## src/rtl/data_pack.sv

```systemverilog
// data_pack: repacks a 7-bit value stream (valid/sop/eop) LSB-first into
// 32-bit words, delivered through a DEPTH-entry valid/ready output queue.
// Ports: clk, rst (async active-low), valid_in/data_in/sop_in/eop_in (input
// stream, no stall), valid_out/ready_in/data_out/sop_out/eop_out (word sink),
// overflow (sticky drop flag), protocol_err (pulse on sop inside a packet).
module data_pack #(
    parameter int DEPTH = 4
) (
    input  logic        clk,
    input  logic        rst,
    input  logic        valid_in,
    input  logic [6:0]  data_in,
    input  logic        sop_in,
    input  logic        eop_in,
    output logic        valid_out,
    input  logic        ready_in,
    output logic [31:0] data_out,
    output logic        sop_out,
    output logic        eop_out,
    output logic        overflow,
    output logic        protocol_err
);

    localparam int AW = $clog2(DEPTH);
    localparam int CW = AW + 1;

    typedef enum logic {IDLE, PKT} state_t;

    state_t        state_q, state_d;
    logic [38:0]   acc_q, acc_d;
    logic [4:0]    ptr_q, ptr_d;
    logic          first_q, first_d;
    logic          overflow_q, overflow_d;
    logic          perr_q, perr_d;

    logic [33:0]   mem_q [DEPTH];
    logic [33:0]   mem_d [DEPTH];
    logic [AW-1:0] wr_ptr_q, wr_ptr_d;
    logic [AW-1:0] rd_ptr_q, rd_ptr_d;
    logic [CW-1:0] cnt_q, cnt_d;

    logic          start, take;
    logic [38:0]   acc_base, acc_new;
    logic [4:0]    ptr_base;
    logic          first_base;
    logic [5:0]    sum;
    logic [1:0]    n_push;
    logic          w0_sop, w0_eop;
    logic [31:0]   w0_data, w1_data;

    logic          pop, ok0, ok1, drop;
    logic [CW-1:0] free;
    logic [AW-1:0] wr_ptr_p1;
    logic [33:0]   head;

    // Packing: place the value at ptr, emit a word whenever 32 bits fill.
    always_comb begin
        start      = valid_in && sop_in;
        take       = valid_in && (sop_in || state_q == PKT);
        acc_base   = start ? '0 : acc_q;
        ptr_base   = start ? '0 : ptr_q;
        first_base = start ? 1'b1 : first_q;
        acc_new    = acc_base | ({32'd0, data_in} << ptr_base);
        sum        = {1'b0, ptr_base} + 6'd7;

        state_d = state_q;
        acc_d   = acc_q;
        ptr_d   = ptr_q;
        first_d = first_q;
        n_push  = 2'd0;
        w0_sop  = first_base;
        w0_eop  = 1'b0;
        w0_data = acc_new[31:0];
        w1_data = {25'd0, acc_new[38:32]};
        perr_d  = start && (state_q == PKT);

        if (take) begin
            state_d = eop_in ? IDLE : PKT;
            if (sum >= 6'd32) begin
                n_push = 2'd1;
                acc_d  = {32'd0, acc_new[38:32]};
                ptr_d  = sum[4:0];
                if (eop_in) begin
                    // Residual bits past the full word need a second push.
                    if (sum > 6'd32) n_push = 2'd2;
                    else             w0_eop = 1'b1;
                    acc_d = '0;
                    ptr_d = '0;
                end
            end else begin
                acc_d = acc_new;
                ptr_d = sum[4:0];
                if (eop_in) begin
                    n_push = 2'd1;
                    w0_eop = 1'b1;
                    acc_d  = '0;
                    ptr_d  = '0;
                end
            end
            first_d = first_base && (n_push == 2'd0);
        end
    end

    // Output queue: a same-cycle pop frees a slot for this cycle's pushes.
    always_comb begin
        pop       = valid_out && ready_in;
        free      = CW'(DEPTH) - cnt_q + CW'(pop);
        ok0       = (n_push != 2'd0) && (free != '0);
        ok1       = (n_push == 2'd2) && (free >= CW'(2));
        drop      = ((n_push != 2'd0) && !ok0) || ((n_push == 2'd2) && !ok1);
        wr_ptr_p1 = wr_ptr_q + AW'(1);

        mem_d = mem_q;
        if (ok0) mem_d[wr_ptr_q]  = {w0_sop, w0_eop, w0_data};
        if (ok1) mem_d[wr_ptr_p1] = {1'b0, 1'b1, w1_data};

        wr_ptr_d   = wr_ptr_q + AW'(ok0) + AW'(ok1);
        rd_ptr_d   = rd_ptr_q + AW'(pop);
        cnt_d      = cnt_q - CW'(pop) + CW'(ok0) + CW'(ok1);
        overflow_d = overflow_q || drop;
    end

    always_ff @(posedge clk or negedge rst) begin
        if (!rst) begin
            state_q    <= IDLE;
            acc_q      <= '0;
            ptr_q      <= '0;
            first_q    <= 1'b0;
            overflow_q <= 1'b0;
            perr_q     <= 1'b0;
            wr_ptr_q   <= '0;
            rd_ptr_q   <= '0;
            cnt_q      <= '0;
            for (int i = 0; i < DEPTH; i++) mem_q[i] <= '0;
        end else begin
            state_q    <= state_d;
            acc_q      <= acc_d;
            ptr_q      <= ptr_d;
            first_q    <= first_d;
            overflow_q <= overflow_d;
            perr_q     <= perr_d;
            wr_ptr_q   <= wr_ptr_d;
            rd_ptr_q   <= rd_ptr_d;
            cnt_q      <= cnt_d;
            for (int i = 0; i < DEPTH; i++) mem_q[i] <= mem_d[i];
        end
    end

    always_comb begin
        head         = mem_q[rd_ptr_q];
        valid_out    = (cnt_q != '0);
        data_out     = valid_out ? head[31:0] : '0;
        sop_out      = valid_out && head[33];
        eop_out      = valid_out && head[32];
        overflow     = overflow_q;
        protocol_err = perr_q;
    end

endmodule
```

## config.mk

```make
export PLATFORM = sky130hd
export DESIGN_NAME = data_pack
export DESIGN_NICKNAME = d
export VERILOG_FILES = /design/src/rtl/data_pack.sv
export SDC_FILE = /design/constraint.sdc
export NUM_CORES = 1
export LEC_CHECK = 0
export ABC_AREA = 1
export BUFFER_PORTS_ARGS = -buffer_cell sky130_fd_sc_hd__buf_2
export CAP_MARGIN = 10
export CORE_ASPECT_RATIO = 1.1
export CORE_MARGIN = 2
export CORE_UTILIZATION = 40
export CTS_BUF_LIST = sky130_fd_sc_hd__clkbuf_4 sky130_fd_sc_hd__clkbuf_8
export DETAILED_ROUTE_END_ITERATION = 8
export GPL_TIMING_DRIVEN = 0
export HOLD_SLACK_MARGIN = 0.06
export SYNTH_ARGS = -nofsm -noshare
export SYNTH_HDL_FRONTEND = slang
export SYNTH_SLANG_ARGS = --single-unit
```

## constraint.sdc

```tcl
create_clock -name clk -period 5.2 [get_ports clk]
set_input_delay 0.78 -clock clk [delete_from_list [all_inputs] [get_ports clk]]
set_output_delay 0.78 -clock clk [all_outputs]
set_load 0.02 [all_outputs]
```

Yosys cells after proc, flatten, opt, wreduce, memory -nomap -nowiden
Cells that the tools add are included.
{"block": "classes", "bitwise_logic": 4, "n_mux": 31, "eq_ne": 1, "n_reduce_logical": 22, "n_shift": 1, "n_addsub": 10, "n_lt_le_gt_ge": 8}
{"op": "bitwise mux 136 bit", "n": 2}
{"op": "two-way mux 136 bit", "n": 2}
{"op": "demux 34 bit (select 2 bit)", "n": 2}
{"op": "two-way mux 34 bit", "n": 4}
{"op": "two-way mux 39 bit", "n": 3}
{"op": "binary-select mux 34 bit (select 2 bit)", "n": 1}
{"op": "bitwise OR 39 bit", "n": 1}
{"op": "left shift 7 x 5 -> 39 bit", "n": 1}
{"op": "two-way mux 32 bit", "n": 1}
{"op": "logical AND 1 bit", "n": 13}
{"op": "two-way mux 2 bit", "n": 5}
{"op": "two-way mux 5 bit", "n": 2}
{"op": "adder 3 x 1 -> 3 bit", "n": 3}
{"op": ">= comparator 3 bit (second input constant)", "n": 3}
{"op": "inverter 2 -> 3 bit", "n": 3}
{"op": "two-way mux 1 bit", "n": 8}
{"op": "two-way mux 7 bit", "n": 1}
{"op": "adder 2 x 1 -> 2 bit", "n": 3}
{"op": "adder 5 x 3 -> 6 bit (second input constant)", "n": 1}
{"op": ">= comparator 6 bit (second input constant)", "n": 1}
{"op": "> comparator 6 bit (second input constant)", "n": 1}
{"op": "less-than comparator 3 x 1 -> 1 bit (second input constant)", "n": 2}
{"op": "nonzero test 3 bit", "n": 2}
{"op": ">= comparator 3 x 2 -> 1 bit (second input constant)", "n": 1}
{"op": "8 further kinds", "n": 11}
{"block": "totals", "ff_bits": 191, "inputBits": 13}

Depth between registers and ports, before layout
{"block": "logic_depth", "ltp_word": 15, "ltp_mapped": 18, "ltp_nobuf": 18}

Worst setup path before layout
Ideal clock, no wire load.
{"block": "synth_path", "kind": "register -> register", "startpoint": "reg cnt_q[1]", "endpoint": "reg cnt_q[2]", "t_required_ns": 5.071, "path_stages_with_launch": 19, "arrival_ns": 3.419, "setup_slack_ns": 1.652, "path_buffers": 0, "synth_period_minus_slack_ns": 3.548, "path_cell_list": "dfrtp_1 nor3_1 inv_1 nand2_1 ha_1 inv_1 ha_1 inv_1 nand2_1 nand2_1 nor2_1 nand2_1 nand3_1 ha_1 fa_1 inv_1 fa_1 xnor2_1 xor2_1"}
{"block": "synth_between", "elab_chain_cells": 7}
{"item": "start, declared", "line": "40", "text": "logic [CW-1:0] cnt_q, cnt_d;"}
{"item": "start signal, assigned", "line": "144", "text": "cnt_q <= cnt_d;"}
{"item": "nonzero test 3 bit *", "line": "151", "text": "valid_out = (cnt_q != '0);"}
{"item": "net valid_out", "line": "15", "text": "output logic valid_out,"}
{"item": "logical AND 1 bit *", "line": "106", "text": "pop = valid_out && ready_in;"}
{"item": "adder 3 x 1 -> 3 bit", "line": "107", "text": "free = CW'(DEPTH) - cnt_q + CW'(pop);"}
{"item": "nonzero test 3 bit", "line": "108", "text": "ok0 = (n_push != 2'd0) && (free != '0);"}
{"item": "logical AND 1 bit", "line": "108"}
{"item": "adder 3 x 1 -> 3 bit", "line": "119", "text": "cnt_d = cnt_q - CW'(pop) + CW'(ok0) + CW'(ok1);"}
{"item": "adder 3 x 1 -> 3 bit *", "line": "119"}
{"item": "net cnt_d[2]", "line": "40"}
Mark *: on every way through the listed nets, which the timed path passes. The rest lies on a longest branch.
A chain may end at the register's enable or synchronous reset.

Worst setup path after layout
{"block": "layout_path", "startpoint": "reg cnt_q[1]", "endpoint": "reg cnt_q[2]"}
{"block": "layout_between", "elab_chain_cells": 7}
{"item": "branches (longest 6 deep; another with subtractor 3 bit)"}
{"item": "adder 3 x 1 -> 3 bit *", "line": "119"}
{"item": "net cnt_d[2]", "line": "40"}
Mark *: on every way through the listed nets, which the timed path passes.

==> results.sh <==
export IMPL_netlist_area_um2=10300
export IMPL_fp_dieW_um=157
export IMPL_cts_sinks=191
export IMPL_synthDistinctLibCells=39
export IMPL_insertion_delay_ps=500
export IMPL_diodes=0
export IMPL_final_area_um2=11500
export IMPL_numCtsBuffers=17
export IMPL_rows=61
export IMPL_antenna_left=0
export IMPL_dpl_instance_area_um2=11000
export IMPL_syn_area_per_cell_um2=7.51
export IMPL_grt_pass1_vias=9464
export IMPL_antenna_found_initial=0
export IMPL_firstDrtPassIters=5
export IMPL_fmax_ghz=0.247
export IMPL_fin_crit_sh_pct=77.8
export IMPL_drt_initial_drc_count=964
export IMPL_fin_crit_ps=4040
export IMPL_cp_data_required_time_ps=5610
export IMPL_worstPathCellList="nor3_2, inv_1, nand2_1, ha_1, inv_1, ha_1, inv_1, nand2_1, nand2_1, nor2_1, nand2_1, nand3_1, ha_1, fa_1, inv_1, fa_1, xnor2_1, xor2_1"
export IMPL_setup_viol=0
export IMPL_clk_pin_slew_ps=100
export IMPL_worstSetupPathType="flip-flop to flip-flop"
export IMPL_cp_end_kind="flip-flop"
export IMPL_startpoint_type="flip-flop"
export IMPL_synth_top_area_share_pct=46.4
export IMPL_placedCellCount=1767
export IMPL_overflow=0
export IMPL_async_reset_ff_share_pct=100
export IMPL_fp_coreArea_um2=25300
export IMPL_finalPower_mw=6.70
export IMPL_cts_root_buffer="clkbuf_8"
export IMPL_cts_tree="built"
export IMPL_powerDensity_nw_per_um2=585
export IMPL_gp_congestion=0.915
export IMPL_syn_inst=1371
export IMPL_syn_nets=1392
export IMPL_layout_cells_non_filler=1799
export IMPL_status="finished, final reports clean"
export IMPL_cts_resized=0
export IMPL_worstPathArrival_ps=4450
export IMPL_fin_hold_ws_ps=283
export IMPL_skew_ps=26.2
export IMPL_post_cts_buffers=0
export IMPL_synth_top_cell_by_area="dfrtp_1"
export IMPL_cp_slowest_cell="nor3_2"
export IMPL_port_buffers=49
export IMPL_grt_max_degree=98
export IMPL_leakage_nw=5.51
export IMPL_ys_seq_elements=191
export IMPL_rsz0062_at_grt="false"
export IMPL_multi_input_area_um2=4600
export IMPL_final_cell_mix="nand2_1, nor2_1, a21oi_1, dfrtp_1, inv_1"
export IMPL_vias=9829
export IMPL_ios=50
export IMPL_vias_per_cell=5.46
export IMPL_cts_htree_levels=4
export IMPL_layout_commonest_cell="nand2_1"
export IMPL_crit_fanout=8
export IMPL_die_h_um=172
export IMPL_dieArea_um2=27000
export IMPL_seqCellArea_um2=4780
export IMPL_hold_buffers=0
export IMPL_cts_buffer_depth=2
export IMPL_ys_top_cells_by_area="dfrtp_1, a21oi_1, nand2_1"
export IMPL_slew_headroom_pct=27.5
export IMPL_dp_hpwl_um=25300
export IMPL_min_path_type="input pin to async pin"
export IMPL_routedWlPerCell_um=19.7
export IMPL_hold_viol_final=0
export IMPL_area_growth_pct=11.2
export IMPL_fill_cells=2606
export IMPL_drive_above_1_share_pct=10.3
export IMPL_fin_ws_ps=1160
export IMPL_initial_utilization_pct=40.7
export IMPL_grt_pass1_wl_um=55100
export IMPL_synth_edf_count=0
export IMPL_tightest_slew_ps=1080
export IMPL_drc_errors=0
export IMPL_yosys_warnings=0
export IMPL_vdd_drop_max_uv=357
export IMPL_fin_nets=1461
export IMPL_routed_wl_um=35400
export IMPL_synth_ff_type="dfrtp_1"
export IMPL_groute_usage_overall_pct=27.2
export IMPL_maxCapViolations=0
export IMPL_drv_slew=0
export IMPL_dp_worst_setup_slack_ps=1140
export IMPL_yosysSeqAreaShare_pct=46.4
export IMPL_critPathMaxStageDelay_ps=810
==> registers in the layout, indices dropped and copies added, names as in the netlist <==
name,flops
wr_ptr_q,2
ptr_q,5
protocol_err,1
rd_ptr_q,2
first_q,1
mem_q,136
overflow,1
acc_q,39
cnt_q,3
state_q,1
==> power breakdown <==
group | total, mW | internal [mW] | leakage [nW] | switching [mW]
sequential | 2.36 | 2.07 | 2.34 | 0.285
clock | 1.09 | 0.454 | 0.217 | 0.632
combinational | 3.25 | 1.06 | 2.95 | 2.19
==> per-stage QoR <==
| stage | utilization (%) | setup TNS, ps |
|---|---|---|
| final | 45.3 | 0 |
| after global routing | 45.3 | 0 |
| after CTS | 45.3 | 0 |
| after detailed placement | 43.6 | 0 |
| after global placement | 43.4 | -21140 |
| after floorplan | - | 0 |
==> synth_stat cells, types with 2 or more instances <==
library cell / number
nand3_1: 92
xor2_1: 2
o21ai_0: 123
inv_2: 10
fa_1: 3
nor2_4: 4
nor3_1: 2
buf_1: 13
inv_1: 129
nand2_2: 2
nand2_1: 229
a21boi_0: 5
o21a_1: 11
o211ai_1: 10
o21ai_1: 35
ha_1: 5
o22ai_1: 2
nor2_1: 200
buf_4: 5
clkbuf_1: 29
dfrtp_1: 191
nand4_1: 14
nand4_4: 5
a21oi_1: 200
buf_6: 2
clkinv_1: 2
buf_2: 33
xnor2_1: 2
==> final timing paths <==
kind                            from      endpoint  slack, ps  cells past startpoint
max                         cnt_q[1]      cnt_q[2]       1160                     18
min reg2reg                acc_q[34]     acc_q[34]        490                      2
max reg2reg                 cnt_q[1]      cnt_q[2]       1160                     18
min                              rst  protocol_err        280                      1
max in group asynchronous        rst     mem_q[30]       3940                      2
min in group clk           acc_q[34]     acc_q[34]        490                      2
==> critical path: cells and delay by family, from the launching register on <==
family,cells,cell delay (ps)
adder cells (fa/ha/maj),5,1250
XOR/XNOR,2,330
flip-flops,1,430
AND/OR/NAND/NOR,7,1690
buffers and inverters,4,260
==> metal layers <==
metal | up-vias | track usage [%] | routed length, µm
met3 | 78 | 3.18 | 1940
met1 | 4750 | 37.4 | 15800
met5 | - | 0 | 0
li1 | 4645 | - | -
met4 | 0 | 12.0 | 1540
met2 | 356 | 43.5 | 16100
==> cell families after synthesis <==
logic type | after synthesis | share of synthesized area (%)
compound gates | 393 | 20.1
flops | 191 | 46.4
fa+ha+maj | 8 | 1.19
xor+xnor | 4 | 0.340
buf+inv | 224 | 8.91
simple gates | 551 | 23.1
==> layout make-up <==
| cell class | instances | share of cell area [%] |
|---|---|---|
| clock inverters | 15 | 1.77 |
| well taps | 346 | 3.78 |
| inverters | 142 | 4.67 |
| repair buffers | 50 | 2.47 |
| multi-input cells | 956 | 40.2 |
| flip-flops and latches | 191 | 41.7 |
| clock buffers | 17 | 2.04 |
| plain buffers | 82 | 3.34 |
(Power assumes the default switching activity.)
